[src/rtl/ws2812_rx_if.sv]
// ws2812_rx_if: pixel-write and frame-status bundle of the WS2812B receiver.
// The master side (the decoder) drives every signal.
interface ws2812_rx_if #(
   parameter int ADDR_WIDTH = 5
);
   logic                  o_wr_en;
   logic [ADDR_WIDTH-1:0] o_wr_addr;
   logic [23:0]           o_wr_data;
   logic                  o_frame_done;
   logic                  o_frame_err;
   logic [ADDR_WIDTH:0]   o_pixel_count;
   logic                  o_busy;

   modport master (
      output o_wr_en, o_wr_addr, o_wr_data,
      output o_frame_done, o_frame_err,
      output o_pixel_count, o_busy
   );

   modport slave (
      input o_wr_en, o_wr_addr, o_wr_data,
      input o_frame_done, o_frame_err,
      input o_pixel_count, o_busy
   );
endinterface

[src/rtl/ws2812_rx.sv]
// ws2812_rx: WS2812B NRZ line decoder writing 24-bit GRB pixels to a RAM.
// Frames are delimited by a long low gap; errors are reported per frame.
module ws2812_rx #(
   parameter int ADDR_WIDTH = 5,
   parameter int PIXELS     = 32,
   parameter int MIN_HIGH   = 10,
   parameter int BIT_THRESH = 60,
   parameter int MAX_HIGH   = 150,
   parameter int RESET_CYC  = 5000
) (
   input  logic        i_clk,
   input  logic        i_rst_n,
   input  logic        i_din,
   ws2812_rx_if.master pix
);
   localparam int HW = $clog2(MAX_HIGH + 2);
   localparam int LW = $clog2(RESET_CYC + 1);
   localparam int CW = ADDR_WIDTH + 1;

   typedef enum logic [1:0] {
      SYNC, IDLE, HIGH, LOW
   } state_t;

   state_t                state_q, state_d;
   logic [1:0]            sync_q, sync_d;
   logic [HW-1:0]         hcnt_q, hcnt_d;
   logic [LW-1:0]         lcnt_q, lcnt_d;
   logic [23:0]           shreg_q, shreg_d;
   logic [4:0]            bcnt_q, bcnt_d;
   logic [CW-1:0]         wcnt_q, wcnt_d;
   logic                  err_q, err_d;
   logic                  wr_en_q, wr_en_d;
   logic [ADDR_WIDTH-1:0] wr_addr_q, wr_addr_d;
   logic [23:0]           wr_data_q, wr_data_d;
   logic                  done_q, done_d;
   logic                  ferr_q, ferr_d;
   logic [CW-1:0]         pcnt_q, pcnt_d;

   logic        din_s;
   logic        bit_v;
   logic [23:0] shifted;
   logic        gap_end;

   assign din_s   = sync_q[1];
   assign bit_v   = (hcnt_q >= HW'(BIT_THRESH));
   assign shifted = {shreg_q[22:0], bit_v};
   assign gap_end = (lcnt_q >= LW'(RESET_CYC - 1));
   assign sync_d  = {sync_q[0], i_din};

   always_comb begin
      state_d   = state_q;
      hcnt_d    = hcnt_q;
      lcnt_d    = lcnt_q;
      shreg_d   = shreg_q;
      bcnt_d    = bcnt_q;
      wcnt_d    = wcnt_q;
      err_d     = err_q;
      wr_en_d   = 1'b0;
      wr_addr_d = wr_addr_q;
      wr_data_d = wr_data_q;
      done_d    = 1'b0;
      ferr_d    = 1'b0;
      pcnt_d    = pcnt_q;
      unique case (state_q)
         SYNC: begin
            if (din_s) begin
               lcnt_d = '0;
            end else if (gap_end) begin
               state_d = IDLE;
               lcnt_d  = '0;
               wcnt_d  = '0;
               bcnt_d  = '0;
               err_d   = 1'b0;
               if (err_q) begin
                  done_d = 1'b1;
                  ferr_d = 1'b1;
                  pcnt_d = wcnt_q;
               end
            end else begin
               lcnt_d = lcnt_q + 1'b1;
            end
         end
         IDLE: begin
            if (din_s) begin
               state_d = HIGH;
               hcnt_d  = HW'(1);
               wcnt_d  = '0;
            end
         end
         HIGH: begin
            if (din_s) begin
               hcnt_d = hcnt_q + 1'b1;
               // a high longer than MAX_HIGH means the line is stuck
               if (hcnt_q >= HW'(MAX_HIGH)) begin
                  err_d   = 1'b1;
                  state_d = SYNC;
                  lcnt_d  = '0;
               end
            end else begin
               state_d = LOW;
               lcnt_d  = LW'(1);
               if (hcnt_q < HW'(MIN_HIGH)) begin
                  err_d = 1'b1;
               end else begin
                  shreg_d = shifted;
                  if (bcnt_q == 5'd23) begin
                     bcnt_d = '0;
                     if (wcnt_q < CW'(PIXELS)) begin
                        wr_en_d   = 1'b1;
                        wr_addr_d = wcnt_q[ADDR_WIDTH-1:0];
                        wr_data_d = shifted;
                        wcnt_d    = wcnt_q + 1'b1;
                     end
                  end else begin
                     bcnt_d = bcnt_q + 1'b1;
                  end
               end
            end
         end
         LOW: begin
            if (din_s) begin
               state_d = HIGH;
               hcnt_d  = HW'(1);
            end else if (gap_end) begin
               state_d = IDLE;
               done_d  = 1'b1;
               ferr_d  = err_q | (bcnt_q != 5'd0);
               pcnt_d  = wcnt_q;
               wcnt_d  = '0;
               bcnt_d  = '0;
               err_d   = 1'b0;
               lcnt_d  = '0;
            end else begin
               lcnt_d = lcnt_q + 1'b1;
            end
         end
         default: state_d = SYNC;
      endcase
   end

   always_ff @(posedge i_clk or negedge i_rst_n) begin
      if (!i_rst_n) begin
         state_q   <= SYNC;
         sync_q    <= '0;
         hcnt_q    <= '0;
         lcnt_q    <= '0;
         shreg_q   <= '0;
         bcnt_q    <= '0;
         wcnt_q    <= '0;
         err_q     <= 1'b0;
         wr_en_q   <= 1'b0;
         wr_addr_q <= '0;
         wr_data_q <= '0;
         done_q    <= 1'b0;
         ferr_q    <= 1'b0;
         pcnt_q    <= '0;
      end else begin
         state_q   <= state_d;
         sync_q    <= sync_d;
         hcnt_q    <= hcnt_d;
         lcnt_q    <= lcnt_d;
         shreg_q   <= shreg_d;
         bcnt_q    <= bcnt_d;
         wcnt_q    <= wcnt_d;
         err_q     <= err_d;
         wr_en_q   <= wr_en_d;
         wr_addr_q <= wr_addr_d;
         wr_data_q <= wr_data_d;
         done_q    <= done_d;
         ferr_q    <= ferr_d;
         pcnt_q    <= pcnt_d;
      end
   end

   assign pix.o_wr_en       = wr_en_q;
   assign pix.o_wr_addr     = wr_addr_q;
   assign pix.o_wr_data     = wr_data_q;
   assign pix.o_frame_done  = done_q;
   assign pix.o_frame_err   = ferr_q;
   assign pix.o_pixel_count = pcnt_q;
   assign pix.o_busy        = (state_q == HIGH) || (state_q == LOW);
endmodule

[src/flat_wrapper.sv]
// flat-port wrapper written by rule: the top's interface ports become plain ports
module ws2812_rx_flat 
#(
   parameter int ADDR_WIDTH = 5,
   parameter int PIXELS     = 32,
   parameter int MIN_HIGH   = 10,
   parameter int BIT_THRESH = 60,
   parameter int MAX_HIGH   = 150,
   parameter int RESET_CYC  = 5000
)
  (i_clk, i_rst_n, i_din, pix_o_wr_en, pix_o_wr_addr, pix_o_wr_data, pix_o_frame_done, pix_o_frame_err, pix_o_pixel_count, pix_o_busy);
  ws2812_rx_if #(.ADDR_WIDTH(ADDR_WIDTH)) pix_i ();
  input  logic i_clk;
  input  logic i_rst_n;
  input  logic i_din;
  output wire logic [$bits(pix_i.o_wr_en)-1:0] pix_o_wr_en;
  output wire logic [$bits(pix_i.o_wr_addr)-1:0] pix_o_wr_addr;
  output wire logic [$bits(pix_i.o_wr_data)-1:0] pix_o_wr_data;
  output wire logic [$bits(pix_i.o_frame_done)-1:0] pix_o_frame_done;
  output wire logic [$bits(pix_i.o_frame_err)-1:0] pix_o_frame_err;
  output wire logic [$bits(pix_i.o_pixel_count)-1:0] pix_o_pixel_count;
  output wire logic [$bits(pix_i.o_busy)-1:0] pix_o_busy;
  assign pix_o_wr_en = pix_i.o_wr_en;
  assign pix_o_wr_addr = pix_i.o_wr_addr;
  assign pix_o_wr_data = pix_i.o_wr_data;
  assign pix_o_frame_done = pix_i.o_frame_done;
  assign pix_o_frame_err = pix_i.o_frame_err;
  assign pix_o_pixel_count = pix_i.o_pixel_count;
  assign pix_o_busy = pix_i.o_busy;
  ws2812_rx #(.ADDR_WIDTH(ADDR_WIDTH), .PIXELS(PIXELS), .MIN_HIGH(MIN_HIGH), .BIT_THRESH(BIT_THRESH), .MAX_HIGH(MAX_HIGH), .RESET_CYC(RESET_CYC)) u_core (.i_clk(i_clk), .i_rst_n(i_rst_n), .i_din(i_din), .pix(pix_i));
endmodule
[config.mk]
export PLATFORM = sky130hd
export DESIGN_NAME = ws2812_rx_flat
export DESIGN_NICKNAME = d
export VERILOG_FILES = /design/src/rtl/ws2812_rx_if.sv /design/src/rtl/ws2812_rx.sv /design/src/flat_wrapper.sv
export SDC_FILE = /design/constraint.sdc
export NUM_CORES = 1
export LEC_CHECK = 0
export BUFFER_PORTS_ARGS = -buffer_cell sky130_fd_sc_hd__buf_4
export CAP_MARGIN = 20
export CORE_MARGIN = 5
export CORE_UTILIZATION = 45
export CTS_CLUSTER_SIZE = 25
export DETAILED_ROUTE_END_ITERATION = 16
export PLACE_DENSITY = 0.64
export REMOVE_ABC_BUFFERS = 1
export SYNTH_ARGS = -nofsm -noshare
export SYNTH_HDL_FRONTEND = slang
export SYNTH_SLANG_ARGS = --single-unit
[constraint.sdc]
create_clock -name i_clk -period 2 [get_ports i_clk]
set_input_delay 0.4 -clock i_clk [delete_from_list [all_inputs] [get_ports i_clk]]
set_output_delay 0.4 -clock i_clk [all_outputs]
set_load 0.01 [all_outputs]
==> results.md, run 1 <==
| Quantity | Value | Unit |
|:---|:---|:---|
| Critical path class | register to output port | - |
| # diodes | 0 | - |
| Worst-case setup slack after placement | -102 | ps |
| Final-report max-slew violation count | 0 | - |
| CTS tree | done | - |
| Fraction of the yosys area taken by sequential cells | 53.2 | % |
| Worst Setup Start Kind | register | - |
| Simple-gate share of the synthesized area | 11.0 | % |
| Number of enable-type register cells in the synthesized netlist | 0 | - |
| Area of the multi-input gates | 0.00208 | mm² |
| Share of the clock period used by the worst path | 99.3 | % |
| DRT Pass-1 Iters | 4 | - |
| Max-cap viol count | 0 | - |
| Largest fanout of any net on the critical path | 6 | - |
| Area share of fa/ha/maj cells after synthesis | 2.99 | % |
| Die Area | 0.0124 | mm² |
| Area growth from synthesis to layout | 24.4 | % |
| Clock-pin transition on the worst setup and hold timing paths | 90 | ps |
| Peak supply drop | 0.000274 | V |
| Most frequent cells in the layout | sky130_fd_sc_hd__dfrtp_1 (97), sky130_fd_sc_hd__buf_4 (96), sky130_fd_sc_hd__mux2_2 (55) | - |
| Ys flop type | sky130_fd_sc_hd__dfrtp_1 | - |
| Wire length of the first global-routing pass | 16.4 | mm |
| Post-synthesis register bit count | 98 | - |
| Number of rows created at floorplan | 37 | - |
| Ys Warns | 0 | - |
| Die extent in x | 111 | µm |
| Residual overflow from global routing | 0 | - |
| RSZ-0062 raised after global routing | yes | - |
| Overall Global Routing Usage | 16.0 | % |
| Launching point of the worst reg2reg path | u_core.state_q[0] | - |
| Initial antenna violation count | 0 | - |
| Slew margin rel. | 66.2 | % |
| Post-synthesis mux area share | 14.7 | % |
| Critical register-to-register path endpoint | u_core.bcnt_q[3] | - |
| Post-synthesis cell type count | 59 | - |
| Final wirelength | 9.30 | mm |
| Slack of the worst reg-to-reg path | 60 | ps |
| Combined area of all synthesized cells | 0.00461 | mm² |
| Ys async rst share | 100 | % |
| Final routed DRC violation total | 0 | - |
| Pwr dens | 598 | mW/mm² |
| Ratio of routed vias to standard cells | 5.39 | - |
| Sequential cell area | 0.00245 | mm² |
| ANT nets after route | 0 | - |
| Area share of xor/xnor cells in the synthesized design | 0.570 | % |
| Combinational family with the most area after synthesis | multiplexers | - |
| Leak Pwr | 2.81 | nW |
| FF-to-FF path depth | 7 | - |
| Core Box Area | 0.0101 | mm² |
| Buffers from clock root to sink, at most | 2 | - |
| Number of levels in the clock H-tree | 3 | - |
| Final Hold Fails | 0 | - |
| Maximum frequency from static timing analysis | 0.503 | GHz |
| Compound-cell area share of the yosys netlist | 14.5 | % |
| Gate count of the mapped netlist | 391 | - |
| Net count, final | 498 | - |
| Vertical extent of the die | 111 | µm |
| Io pins | 42 | - |
| Routability congestion estimate | 0.844 | - |
| Kind of capture point of the worst setup path | output port | - |
| Count of final setup violators | 0 | - |
| Average wire length per cell after detail routing | 14.9 | µm |
| Layout cell share with drive strength beyond 1 | 40.5 | % |
| Run status | finished, final reports clean | - |
| Clock net sink count | 98 | - |
| Number of buffers inserted for hold repair after clock tree synthesis | 0 | - |
| Clock skew | 9.28 | ps |
| Slew of the pin with the lowest slew margin | 507 | ps |
| Pin count of the biggest net entering global routing | 99 | - |
| Class of the most critical hold timing path | input port to async pin | - |
| Commonest non-fill, non-tap cell in the layout | sky130_fd_sc_hd__dfrtp_1 | - |
| FILL cells | 869 | - |
| Arrival @ worst endpoint | 1590 | ps |
| IO Port Bufs | 41 | - |
| Clk_lat worst skew | 370 | ps |
| Slack of the critical path | 13.5 | ps |
| Vias in the first global route | 3,447 | - |
| Cell at the root of the clock tree | sky130_fd_sc_hd__clkbuf_8 | - |
| Required time reported for the critical path endpoint | 1600 | ps |
| Syn Area/Cell | 11.8 | µm² |
| Crit path time final | 1990 | ps |
| Half-perimeter wire length of the detailed placement result | 6.60 | mm |
| Initial DRC count | 161 | - |
| Initial standard-cell utilization of the core | 45.5 | % |
| Worst hold-check slack | 80.6 | ps |
| Via Count | 3,370 | - |
| TritonCTS Buffers | 9 | - |
worst max-delay path by stage:
| stage | start | endpoint | depth (start not counted) |
|---|---|---|---|
| floorplan | u_core.state_q[0] | u_core.pix.o_wr_data[18] | 6 |
| global placement | u_core.bcnt_q[0] | u_core.wcnt_q[0] | 6 |
| global route | u_core.lcnt_q[5] | u_core.lcnt_q[8] | 7 |
| detailed placement | u_core.bcnt_q[0] | u_core.wcnt_q[0] | 6 |
| CTS | u_core.state_q[0] | pix_o_busy | 6 |
| finish | u_core.state_q[0] | pix_o_busy | 6 |
per-stage QoR:
stage,TNS [ps],std cells,area [µm²],util (%),total power [W]
detailed placement,-492,606,5460,53.9,0.00218
floorplan,-74320,374,4530,-,0.00209
CTS,-3.70,624,5700,56.2,0.00348
global placement,-92.2,606,5460,53.9,0.00218
finish,0,625,5740,56.6,0.00343
global route,-203,625,5740,56.6,0.00359
flip-flops by register name (all words and copies together) (netlist names):
| signal | flops |
|---|---|
| u_core.pix.o_frame_err | 1 |
| u_core.pix.o_frame_done | 1 |
| u_core.pix.o_wr_addr | 5 |
| u_core.err_q | 1 |
| u_core.wcnt_q | 6 |
| u_core.pix.o_wr_data | 24 |
| u_core.bcnt_q | 5 |
| u_core.state_q | 2 |
| u_core.lcnt_q | 13 |
| u_core.hcnt_q | 8 |
| u_core.sync_q | 2 |
| u_core.shreg_q | 23 |
| u_core.pix.o_pixel_count | 6 |
| u_core.pix.o_wr_en | 1 |
cells by family (layout without fill, tap and decap cells):
kind of cell | count (synthesis) | in the layout
flops | 98 | 98
xor+xnor | 3 | 3
simple gates | 96 | 96
compound gates | 91 | 91
fa+ha+maj | 11 | 11
buf+inv | 32 | 130
mux | 60 | 60
routing by layer:
metal,global-route usage (%),share of wire (%),up-vias
li1,-,-,1622
met1,20.8,45,1690
met2,26.3,50,49
met3,4.20,3.8,9
met4,4.95,1.3,0
met5,0,0,-
critical path, stage by stage (launching register included):
cell	delay (ps)
sky130_fd_sc_hd__dfrtp_1	450
sky130_fd_sc_hd__ha_2	220
sky130_fd_sc_hd__buf_4	160
sky130_fd_sc_hd__inv_2	50
sky130_fd_sc_hd__buf_4	120
sky130_fd_sc_hd__nand2_1	70
sky130_fd_sc_hd__buf_4	150
what timing repair did:
action / CTS / global route
setup endpoints to repair: 33 / 29
buffers inserted: 2 / 1
cloned: 0 / 0
pin swaps: 1 / 2
resized for setup: 7 / 11
layout make-up:
type	count	area share (%)
inverter	15	0.982
multi-input combinational	261	36.3
sequential	98	42.8
tap	136	2.97
clock buffer	11	2.29
timing repair buffer	99	13.6
clock inverter	5	1.09
power breakdown:
group	switching, W	internal (W)	total [W]
sequential	0.00000808	0.00199	0.00200
combinational	0.0000901	0.0000551	0.000145
clock	0.000696	0.000589	0.00128
synthesized netlist by cell type (6+ instances only):
master / n / area [µm²]
sky130_fd_sc_hd__a21oi_1: 17 / 85.1
sky130_fd_sc_hd__a31oi_1: 8 / 50.1
sky130_fd_sc_hd__a41oi_1: 6 / 52.6
sky130_fd_sc_hd__buf_2: 8 / 40.0
sky130_fd_sc_hd__clkbuf_1: 6 / 22.5
sky130_fd_sc_hd__dfrtp_1: 98 / 2450
sky130_fd_sc_hd__ha_1: 11 / 138
sky130_fd_sc_hd__inv_1: 15 / 56.3
sky130_fd_sc_hd__mux2_2: 55 / 619
sky130_fd_sc_hd__nand2_1: 23 / 86.3
sky130_fd_sc_hd__nand3_1: 16 / 80.1
sky130_fd_sc_hd__nor2_1: 23 / 86.3
sky130_fd_sc_hd__o211ai_1: 6 / 45.0
sky130_fd_sc_hd__o21ai_0: 15 / 75.1
sky130_fd_sc_hd__o31ai_1: 7 / 52.6
(Power assumes the default switching activity.)
==> inputs of run 2 (changes only) <==
RECOVER_POWER = 25   (was not set)
==> results.md, run 2 (synthesis gave the netlist of run 1 again) <==
| Quantity | Value | Unit | Change |
|:---|:---|:---|:---|
| Pin count of the biggest net entering global routing | 99 | - | unchanged |
| Clk_lat worst skew | 370 | ps | about the same |
| Layout cell share with drive strength beyond 1 | 40.5 | % | unchanged |
| Maximum frequency from static timing analysis | 0.504 | GHz | about the same |
| Ratio of routed vias to standard cells | 5.42 | - | +0.53% |
| Wire length of the first global-routing pass | 16.4 | mm | unchanged |
| Leak Pwr | 2.81 | nW | -0.19% |
| Critical path startpoint | u_core.state_q[0] | - |  |
| Crit-path max cell delay | 450 | ps | about the same |
| Initial DRC count | 188 | - | +17% |
| Via Count | 3,388 | - | +0.53% |
| Largest fanout of any net on the critical path | 6 | - | unchanged |
| Clock net sink count | 98 | - | unchanged |
| Half-perimeter wire length of the detailed placement result | 6.60 | mm | unchanged |
| FF-to-FF path depth | 7 | - | unchanged |
| DRT Pass-1 Iters | 4 | - | unchanged |
| FILL cells | 869 | - | unchanged |
| Capture point of the worst path | pix_o_busy | - |  |
| Number of stages on the worst setup path | 6 | - | unchanged |
| Required time reported for the critical path endpoint | 1600 | ps | about the same |
| Pwr dens | 598 | mW/mm² | +0.11% |
| Count of final setup violators | 0 | - | unchanged |
| Crit path cell chain | ha_2, buf_4, inv_2, buf_4, nand2_1, buf_4 | - |  |
| Final-report max-slew violation count | 0 | - | unchanged |
| Commonest non-fill, non-tap cell in the layout | sky130_fd_sc_hd__dfrtp_1 | - |  |
| Power consumption | 0.00342 | W | -0.10% |
| Bufs and invs on worst path | 4 | - | unchanged |
| Setup TNS after final layout | 0 | ps | unchanged |
| CTS tree | done | - |  |
| Sequential cell area | 0.00245 | mm² | unchanged |
| Number of levels in the clock H-tree | 3 | - | unchanged |
| Buffers from clock root to sink, at most | 2 | - | unchanged |
| ANT nets after route | 0 | - | unchanged |
| Slack of the worst reg-to-reg path | 60 | ps | about the same |
| Average wire length per cell after detail routing | 14.9 | µm | -0.17% |
| Core occupancy in the finished layout | 56.4 | % | -0.12 points |
| Run status | finished, final reports clean | - |  |
| Worst Setup Start Kind | register | - |  |
| Share of the clock period used by the worst path | 99.3 | % | about the same |
| Slew of the pin with the lowest slew margin | 1310 | ps | +805 ps |
| Residual overflow from global routing | 0 | - | unchanged |
| Area of the multi-input gates | 0.00208 | mm² | unchanged |
| Class of the most critical hold timing path | input port to register | - |  |
| Die Area | 0.0124 | mm² | unchanged |
| Net count, final | 498 | - | unchanged |
| Crit path time final | 1990 | ps | -0.762 ps |
| Slew margin rel. | 12.5 | % | -54 points |
| Clock-pin transition on the worst setup and hold timing paths | 100 | ps | about the same |
| Core Box Area | 0.0101 | mm² | unchanged |
| Worst hold-check slack | 165 | ps | +84.6 ps |
| Vias in the first global route | 3,447 | - | unchanged |
| Arrival @ worst endpoint | 1590 | ps | about the same |
| Critical register-to-register path endpoint | u_core.bcnt_q[3] | - |  |
| Critical path class | register to output port | - |  |
| Kind of capture point of the worst setup path | output port | - |  |
| IO Port Bufs | 41 | - | unchanged |
| TritonCTS Buffers | 9 | - | unchanged |
| RSZ-0062 raised after global routing | yes | - |  |
| # diodes | 0 | - | unchanged |
| Number of buffers inserted for hold repair after clock tree synthesis | 0 | - | unchanged |
| Overall Global Routing Usage | 16.0 | % | unchanged |
| Initial standard-cell utilization of the core | 45.5 | % | unchanged |
| Max reg flops | 24 | - | unchanged |
| Peak supply drop | 0.000273 | V | -0.34% |
| Io pins | 42 | - | unchanged |
| Most frequent cells in the layout | sky130_fd_sc_hd__dfrtp_1 (97), sky130_fd_sc_hd__buf_4 (94), sky130_fd_sc_hd__mux2_2 (55) | - |  |
| Final Hold Fails | 0 | - | unchanged |
| Final wirelength | 9.29 | mm | -0.17% |
| Most used cell along the critical path | sky130_fd_sc_hd__buf_4 | - |  |
| Launching point of the worst reg2reg path | u_core.state_q[0] | - |  |
| Number of rows created at floorplan | 37 | - | unchanged |
| Vertical extent of the die | 111 | µm | unchanged |
| Clock skew | 10.9 | ps | +1.61 ps |
| Die extent in x | 111 | µm | unchanged |
| Routability congestion estimate | 0.844 | - | unchanged |
| Final routed DRC violation total | 0 | - | unchanged |
| Initial antenna violation count | 0 | - | unchanged |
| CP top delay family | buffers and inverters | - |  |
| Area growth from synthesis to layout | 24.1 | % |  |
| Critical-path top delay cell | sky130_fd_sc_hd__dfrtp_1 | - |  |
| Max-cap viol count | 0 | - | unchanged |
| Cell at the root of the clock tree | sky130_fd_sc_hd__clkbuf_8 | - |  |
==> run 2: repair_timing <==
action	in CTS	in global routing
endpoints found under the setup margin	33	29
pin swaps	1	2
setup buffers	2	1
gates resized for setup	7	11
==> run 2: where the power goes <==
| group | switching [W] | internal (W) |
|---|---|---|
| Combinational | 0.0000896 | 0.0000518 |
| Sequential | 0.00000818 | 0.00199 |
| Clock | 0.000696 | 0.000588 |
| Total | 0.000794 | 0.00263 |
==> run 2: cell type report <==
class                      instances  share of cell area (%)
clock buffer                      11                    2.30
clock inverter                     5                    1.09
inverter                          15                   0.984
multi-input combinational        261                    36.4
sequential                        98                    42.9
tap                              136                    2.97
timing repair buffer              99                    13.4
==> run 2: metrics by stage <==
stage	setup slack, ps	cells	cell area [µm²]
CTS	-3.70	624	5700
global placement	-36.1	606	5460
detailed placement	-102	606	5460
finish	14.2	625	5720
global route	-48.1	625	5720
floorplan	-1890	374	4530
==> run 2: worst min path at each step <==
stage,start,depth (start not counted),to,slack (ps)
final,i_din,1,u_core.sync_q[0],170
after global routing,i_din,1,u_core.sync_q[0],140
after CTS,i_rst_n,2,u_core.pix.o_wr_data[10],90
after detailed placement,u_core.sync_q[0],0,u_core.sync_q[1],340
after global placement,u_core.sync_q[0],0,u_core.sync_q[1],340
after floorplan,i_rst_n,0,u_core.bcnt_q[0],100
==> run 2: worst reg2reg max path, stage by stage (launching register included) <==
cell	delay, ps
sky130_fd_sc_hd__dfrtp_1	450
sky130_fd_sc_hd__inv_2	90
sky130_fd_sc_hd__ha_1	440
sky130_fd_sc_hd__nand2b_1	100
sky130_fd_sc_hd__or2b_1	230
sky130_fd_sc_hd__a21oi_1	240
sky130_fd_sc_hd__a41oi_1	150
sky130_fd_sc_hd__a31oi_1	160
==> run 2: per-layer routing <==
layer,track usage [%],part of all wire [%]
met1,20.8,45
met2,26.3,50
met3,4.20,3.7
met4,4.95,1.5
met5,0,0
==> inputs of run 3 (changes only) <==
CAP_MARGIN = not set   (was 20)
CORE_UTILIZATION = 53   (was 45)
PLACE_DENSITY = 0.73   (was 0.64)
==> results.md, run 3 (synthesis gave the netlist of run 1 again) <==
| Quantity | Value | Unit | Change |
|:---|:---|:---|:---|
| Count of final setup violators | 0 | - | unchanged |
| Power consumption | 0.00354 | W | +3.4% |
| Residual overflow from global routing | 0 | - | unchanged |
| Clock-pin transition on the worst setup and hold timing paths | 100 | ps | about the same |
| Initial antenna violation count | 0 | - | unchanged |
| Final Hold Fails | 0 | - | unchanged |
| Net count, final | 504 | - | +1.2% |
| CTS tree | done | - |  |
| Clock net sink count | 98 | - | unchanged |
| Maximum frequency from static timing analysis | 0.506 | GHz | +0.38% |
| Run status | finished, final reports clean | - |  |
| Layout cell share with drive strength beyond 1 | 41.4 | % | +0.92 points |
| Vias in the first global route | 3,374 | - | -2.1% |
| Clock skew | 15.8 | ps | +4.90 ps |
| Vertical extent of the die | 103 | µm | -7.1% |
| Pin count of the biggest net entering global routing | 42 | - | -58% |
| Initial DRC count | 122 | - | -35% |
| Sequential cell area | 0.00245 | mm² | about the same |
| Peak supply drop | 0.000469 | V | +72% |
| Final-report max-slew violation count | 0 | - | unchanged |
| Critical path class | register to register | - |  |
| Core Box Area | 0.00859 | mm² | -15% |
| Slew of the pin with the lowest slew margin | 961 | ps | -352 ps |
| Required time reported for the critical path endpoint | 2290 | ps | +690 ps |
| Number of rows created at floorplan | 34 | - | -8.1% |
| RSZ-0062 raised after global routing | yes | - |  |
| Clk_lat worst skew | 380 | ps | about the same |
| IO Port Bufs | 41 | - | unchanged |
| Slew margin rel. | 36.0 | % | +23 points |
| Routability congestion estimate | 0.853 | - | +1.1% |
| FILL cells | 637 | - | -27% |
| Buffers from clock root to sink, at most | 2 | - | unchanged |
| Largest fanout of any net on the critical path | 8 | - | +2 |
| ANT nets after route | 0 | - | unchanged |
| Die extent in x | 103 | µm | -7.1% |
| Half-perimeter wire length of the detailed placement result | 6.86 | mm | +3.9% |
| TritonCTS Buffers | 9 | - | unchanged |
| Final wirelength | 9.78 | mm | +5.3% |
| Design area | 0.00578 | mm² | +1.0% |
| Kind of capture point of the worst setup path | register | - |  |
| Overall Global Routing Usage | 19.4 | % | +3.3 points |
| Class of the most critical hold timing path | input port to register | - |  |
| Final routed DRC violation total | 0 | - | unchanged |
| Area of the multi-input gates | 0.00212 | mm² | +1.7% |
| Max-cap viol count | 0 | - | unchanged |
| Ratio of routed vias to standard cells | 5.65 | - | +4.3% |
| Number of levels in the clock H-tree | 3 | - | unchanged |
| Number of cells on the worst hold path | 1 | - | unchanged |
| DRT Pass-1 Iters | 4 | - | unchanged |
| Average wire length per cell after detail routing | 16.2 | µm | +9.1% |
| Pwr dens | 612 | mW/mm² | +2.4% |
| Io pins | 42 | - | unchanged |
| FF-to-FF path depth | 7 | - | unchanged |
| Wire length of the first global-routing pass | 16.3 | mm | -0.55% |
| Max reg flops | 24 | - | unchanged |
| Instance area after placement | 0.00544 | mm² | -0.46% |
| Initial standard-cell utilization of the core | 53.7 | % | +8.2 points |
| Most frequent cells in the layout | sky130_fd_sc_hd__buf_4 (98), sky130_fd_sc_hd__dfrtp_1 (98), sky130_fd_sc_hd__mux2_2 (55) | - |  |
| Crit path time final | 1980 | ps | -7.59 ps |
| Leak Pwr | 2.88 | nW | +2.7% |
| Share of the clock period used by the worst path | 98.9 | % | -0.38 points |
| Cell at the root of the clock tree | sky130_fd_sc_hd__clkbuf_8 | - |  |
| Arrival @ worst endpoint | 2270 | ps | +680 ps |
| Worst Setup Start Kind | register | - |  |
| Die Area | 0.0107 | mm² | -14% |
| # diodes | 0 | - | unchanged |
| Area growth from synthesis to layout | 25.4 | % |  |
| Via Count | 3,409 | - | +0.62% |
run 3: final cells by class:
| cell class | instances | area share [%] |
|---|---|---|
| multi-input cells | 261 | 36.6 |
| clock buffers | 9 | 2.14 |
| repair buffers | 105 | 13.9 |
| inverters | 15 | 0.974 |
| well taps | 108 | 2.34 |
| clock inverters | 7 | 1.60 |
| flip-flops and latches | 98 | 42.4 |
run 3: where the power goes:
| group | leakage [nW] | total [W] | switching, W | internal (W) |
|---|---|---|---|---|
| Combinational | 1.41 | 0.000155 | 0.0000960 | 0.0000589 |
| Sequential | 1.36 | 0.00200 | 0.0000108 | 0.00199 |
| Clock | 0.109 | 0.00139 | 0.000772 | 0.000614 |
run 3: critical path, stage by stage, from the launching register on:
cell                       delay (ps)
sky130_fd_sc_hd__dfrtp_1          420
sky130_fd_sc_hd__nor4_4           400
sky130_fd_sc_hd__o211ai_1         180
sky130_fd_sc_hd__buf_4            170
sky130_fd_sc_hd__a221oi_2         230
sky130_fd_sc_hd__buf_4            220
sky130_fd_sc_hd__a41oi_2          110
sky130_fd_sc_hd__a31oi_1          160
run 3: worst paths after layout:
kind | startpoint | endpoint | slack, ps
max reg2reg | u_core.lcnt_q[3] | u_core.lcnt_q[8] | 20
max | u_core.lcnt_q[3] | u_core.lcnt_q[8] | 20
max in group asynchronous | i_rst_n | u_core.pix.o_wr_addr[4] | 230
min in group asynchronous | i_rst_n | u_core.shreg_q[14] | 690
min reg2reg | u_core.sync_q[0] | u_core.sync_q[1] | 370
min | i_din | u_core.sync_q[0] | 150
run 3: per-stage QoR:
stage                     std cells  hold slack, ps  util (%)  TNS [ps]  setup slack (ps)
after global placement          581             334      63.3         0              17.1
final                           603             152      67.3         0              21.8
after detailed placement        581             347      63.3     -27.6             -11.6
after global routing            603             127      67.3     -1080              -119
after CTS                       599             117      66.1         0              3.34
after floorplan                 374             104         -    -74320             -1890
run 3: layer usage:
layer | global-route usage (%) | wire length (µm) | vias up
met5 | 0 | 0 | -
met4 | 6.18 | 112 | 0
met3 | 3.49 | 385 | 12
met2 | 33.0 | 4910 | 61
met1 | 25.2 | 4370 | 1702
li1 | - | - | 1634
run 3: timing repair:
item                       in CTS  in global routing
pin swaps                       0                 16
hold endpoints to repair       11                  0
hold buffers                    1                  0
gates cloned                    0                  0
setup buffers                   1                  4
gates resized for setup         5                 20
setup endpoints to repair      18                 58
